==> src/rtl/serial_subtractor.sv <==
// Bit-serial subtractor: Diff = A - B - Bin, one bit per clock, LSB first.
// Operands in on a valid/ready stream, result out on a valid/ready stream held until accepted.
module serial_subtractor #(
  parameter int WIDTH = 4
) (
  input  logic             clk,
  input  logic             rst_n,
  input  logic             in_valid,
  output logic             in_ready,
  input  logic [WIDTH-1:0] A,
  input  logic [WIDTH-1:0] B,
  input  logic             Bin,
  output logic             out_valid,
  input  logic             out_ready,
  output logic [WIDTH-1:0] Diff,
  output logic             Bout,
  output logic             V
);

  localparam int CW = $clog2(WIDTH);

  localparam logic [1:0] IDLE  = 2'b00;
  localparam logic [1:0] SHIFT = 2'b01;
  localparam logic [1:0] DONE  = 2'b10;

  logic [1:0]       state_q, state_d;
  logic [CW-1:0]    cnt_q, cnt_d;
  logic             borrow_q, borrow_d;
  logic [WIDTH-1:0] a_q, a_d;
  logic [WIDTH-1:0] b_q, b_d;
  logic [WIDTH-1:0] res_q, res_d;
  logic             bout_q, bout_d;
  logic             v_q, v_d;

  logic a_bit, b_bit, d_bit, borrow_next;

  always_comb begin
    // Operands shift right, so bit 0 always holds the bit currently being processed.
    a_bit       = a_q[0];
    b_bit       = b_q[0];
    d_bit       = a_bit ^ b_bit ^ borrow_q;
    borrow_next = (~a_bit & b_bit) | (~(a_bit ^ b_bit) & borrow_q);

    state_d  = state_q;
    cnt_d    = cnt_q;
    borrow_d = borrow_q;
    a_d      = a_q;
    b_d      = b_q;
    res_d    = res_q;
    bout_d   = bout_q;
    v_d      = v_q;

    case (state_q)
      IDLE: begin
        if (in_valid) begin
          a_d      = A;
          b_d      = B;
          borrow_d = Bin;
          cnt_d    = '0;
          res_d    = '0;
          bout_d   = 1'b0;
          v_d      = 1'b0;
          state_d  = SHIFT;
        end
      end
      SHIFT: begin
        a_d      = a_q >> 1;
        b_d      = b_q >> 1;
        borrow_d = borrow_next;
        res_d    = {d_bit, res_q[WIDTH-1:1]};
        cnt_d    = cnt_q + CW'(1);
        if (cnt_q == CW'(WIDTH - 1)) begin
          // On the last bit, a_bit/b_bit are the operand MSBs and d_bit is the result MSB.
          bout_d  = borrow_next;
          v_d     = (a_bit ^ b_bit) & (d_bit ^ a_bit);
          cnt_d   = '0;
          state_d = DONE;
        end
      end
      DONE: begin
        if (out_ready) begin
          state_d = IDLE;
        end
      end
      default: state_d = IDLE;
    endcase
  end

  always_ff @(posedge clk) begin
    if (!rst_n) begin
      state_q  <= IDLE;
      cnt_q    <= '0;
      borrow_q <= 1'b0;
      a_q      <= '0;
      b_q      <= '0;
      res_q    <= '0;
      bout_q   <= 1'b0;
      v_q      <= 1'b0;
    end else begin
      state_q  <= state_d;
      cnt_q    <= cnt_d;
      borrow_q <= borrow_d;
      a_q      <= a_d;
      b_q      <= b_d;
      res_q    <= res_d;
      bout_q   <= bout_d;
      v_q      <= v_d;
    end
  end

  assign in_ready  = (state_q == IDLE);
  assign out_valid = (state_q == DONE);
  assign Diff      = res_q;
  assign Bout      = bout_q;
  assign V         = v_q;

endmodule

==> config.mk <==
export PLATFORM = sky130hd
export DESIGN_NAME = serial_subtractor
export DESIGN_NICKNAME = d
export VERILOG_FILES = /design/src/rtl/serial_subtractor.sv
export SDC_FILE = /design/constraint.sdc
export NUM_CORES = 1
export LEC_CHECK = 0
export ABC_CLOCK_PERIOD_IN_PS = 2800
export CELL_PAD_IN_SITES_DETAIL_PLACEMENT = 0
export CELL_PAD_IN_SITES_GLOBAL_PLACEMENT = 1
export CORE_MARGIN = 5
export CORE_UTILIZATION = 39
export CTS_CLUSTER_SIZE = 28
export DETAILED_ROUTE_END_ITERATION = 12
export PLACE_DENSITY_LB_ADDON = 0.1
export SYNTH_ARGS = -nofsm -noshare
export SYNTH_HDL_FRONTEND = slang
export SYNTH_SLANG_ARGS = --single-unit
==> constraint.sdc <==
create_clock -name clk -period 2.8 [get_ports clk]
set_input_delay 0.7 -clock clk [delete_from_list [all_inputs] [get_ports clk]]
set_output_delay 0.7 -clock clk [all_outputs]
set_load 0.05 [all_outputs]
==> qor.yml <==
drt:
  wire_per_inst_um: 12.9
  antenna_left: 0
  wl_mm: 1.93
  vias: 759
  viasPerCell: 5.06
  dr.pass1.iters: 4
  drc: 0
  drt-initial-drc-count: 10
floorplan:
  die_h_um: 59.3
  core_mm2: 0.00228
  ioPinCount: 21
  dieArea_mm2: 0.00352
  rows: 17
  initial_core_util_pct: 41.7
  die_width_um: 59.3
pwr:
  powerDensity_mw_per_mm2: 461
  switchingPower_uw: 152
  ir_drop_mv: 0.285
  switching_share_pct: 28.0
  power.leakage_nw: 0.450
  p_comb_share_pct: 20.1
  internal_power_uw: 391
  seqPwrFrac_pct: 54.2
  p_clk_share_pct: 25.7
clocking:
  cts.sinks: 19
  htree_levels: 1
  cts_buffers: 3
  clk_pin_slew_ns: 0.11
  cts_hold_buf: 0
  clk-insertion-delay-late_ns: 0.29
  cts_resized: 0
  cts_tree: "yes"
  cts-root-buf: "clkbuf_4"
  cts_setup_buffers: 0
  clk_path_buf_depth: 2
yosys:
  netlist_area_um2: 948
  seq_area_frac_synth_pct: 40.1
  synth_top_area_cell: "dfxtp_1"
  synthCells: 102
  synth_edf_count: 0
  yosysWarnings: 0
  synthTopCellsByArea: "dfxtp_1 40%, a21oi_1 6.9%, nor2b_1 5.9%"
  synth_top_area_share_pct: 40.1
  synth-async-reset-ratio_pct: 0
  synth_nets: 118
  yosysMostFrequentCell: "dfxtp_1"
  synth_ff_type: "dfxtp_1"
  ys_top_cells_by_count: "19 x dfxtp_1, 13 x a21oi_1, 9 x nor2b_1"
  syn_avg_cell_area_um2: 9.30
  ys_types: 30
  ys_ff_latch: 19
final_layout:
  area.growth.synth_to_final_pct: 24.3
  antennaDiodeCount: 0
  finalNetCount: 139
  finalNonFillerCells: 150
  drive_gt1_share_pct: 9.02
  post-route-util_pct: 51.8
global_routing:
  antenna_found_initial: 0
  grtUsageTotal_pct: 11.6
  overflow: 0
  grt_pass1_vias: 759
  grt_pass1_wl_mm: 3.21
  grt_max_degree: 15
sta:
  slew_headroom_pct: 66.4
  timing.fmax_mhz: 403
  finalClockSkew_ns: 0.00390
  finalSetupViolations: 0
  rsz0062_at_grt: "false"
  hold_viol_final: 0
  period_minus_slack_ns: 2.48
  period_share_pct: 88.6
  final-max-slew-violation-count: 0
  tns_ns: 0
  worst_pin_slew_ns: 0.502
placement:
  gp_congestion: 0.757
  hpwlAfterDp_mm: 1.41
  io_buffers: 20
  placed_cells: 146
critical_path:
  crit_path_start_kind: "flop"
  cp.required_ns: 2.10
  cp.arrival_ns: 1.78
  criticalPathCategory: "flop to output port"
  endpoint_kind: "output port"
  critPathMaxFanout: 13
run:
  drv_cap: 0
status:
  status: "completed"
worst_hold_path:
  min_path_type: "flop to flop"
[path summary, 6_finish.rpt]
| kind | depth (start not counted) | endpoint | slack [ns] | from |
|---|---|---|---|---|
| max reg2reg | 5 | V | 1.30 | borrow_q |
| min reg2reg | 2 | Bout | 0.48 | Bout |
| min | 2 | Bout | 0.48 | Bout |
| max | 4 | out_valid | 0.32 | state_q[1] |
[worst max-delay path: stages (launching register included)]
cell	delay, ns
dfxtp_1	0.33
buf_4	0.19
inv_1	0.09
nor2_1	0.08
clkdlybuf4s50_1	0.80
[through the flow]
stage / area (µm²) / hold slack (ns) / worst slack, ns / power [mW]
after floorplan: 948 / 0.492 / 0.850 / 0.376
after global placement: 1150 / 0.454 / 0.661 / 0.409
after detailed placement: 1150 / 0.464 / 0.636 / 0.412
after CTS: 1180 / 0.488 / 0.294 / 0.552
after global routing: 1180 / 0.517 / 0.194 / 0.578
final: 1180 / 0.483 / 0.319 / 0.544
[power by group through the flow]
stage	Combinational (mW)	Clock [mW]	Sequential (mW)
6_report	0.109	0.140	0.295
2_1_floorplan	0.0709	0	0.305
3_3_place_gp	0.109	0	0.301
3_5_place_dp	0.111	0	0.301
5_1_grt	0.121	0.160	0.297
4_1_cts	0.111	0.145	0.295
[cells in the final DEF (no fill, tap or decap), types with 3 or more instances in the layout]
cell type / n
buf_4: 3
inv_1: 5
clkdlybuf4s50_1: 20
dfxtp_1: 19
a22oi_1: 6
nor2b_1: 9
nand2_1: 8
nor2_1: 3
o21ai_0: 8
a21oi_1: 13
clkbuf_4: 3
[cell type report]
cell class / instances / area [µm²]
tap: 28 / 35.0
fill: 213 / 1100
multi-input combinational: 71 / 494
sequential: 19 / 380
inverter: 5 / 18.8
clock buffer: 3 / 22.5
clock inverter: 1 / 5.00
timing repair buffer: 23 / 223
[metal layers]
layer / global-route usage (%) / share of wire (%)
met1: 14.8 / 49
met2: 19.3 / 47
met4: 3.88 / 0
met3: 2.18 / 3.9
met5: 0 / 0
[logic make-up (layout without fill, tap and decap cells)]
family,Yosys count,after routing,synth area share [%]
buf+inv,12,32,7.78
simple gates,27,27,17.0
compound gates,38,38,27.3
mux,2,2,2.11
fa+ha+maj,3,3,4.75
flops,19,19,40.1
xor+xnor,1,1,0.924
[flip-flops by register name (all words and copies together), names as in the netlist]
register and cells:
Bout 1, Diff 4, b_q 4, V 1
borrow_q 1, a_q 4, cnt_q 2, state_q 2
No activity file was read; power rests on OpenSTA's default activity.
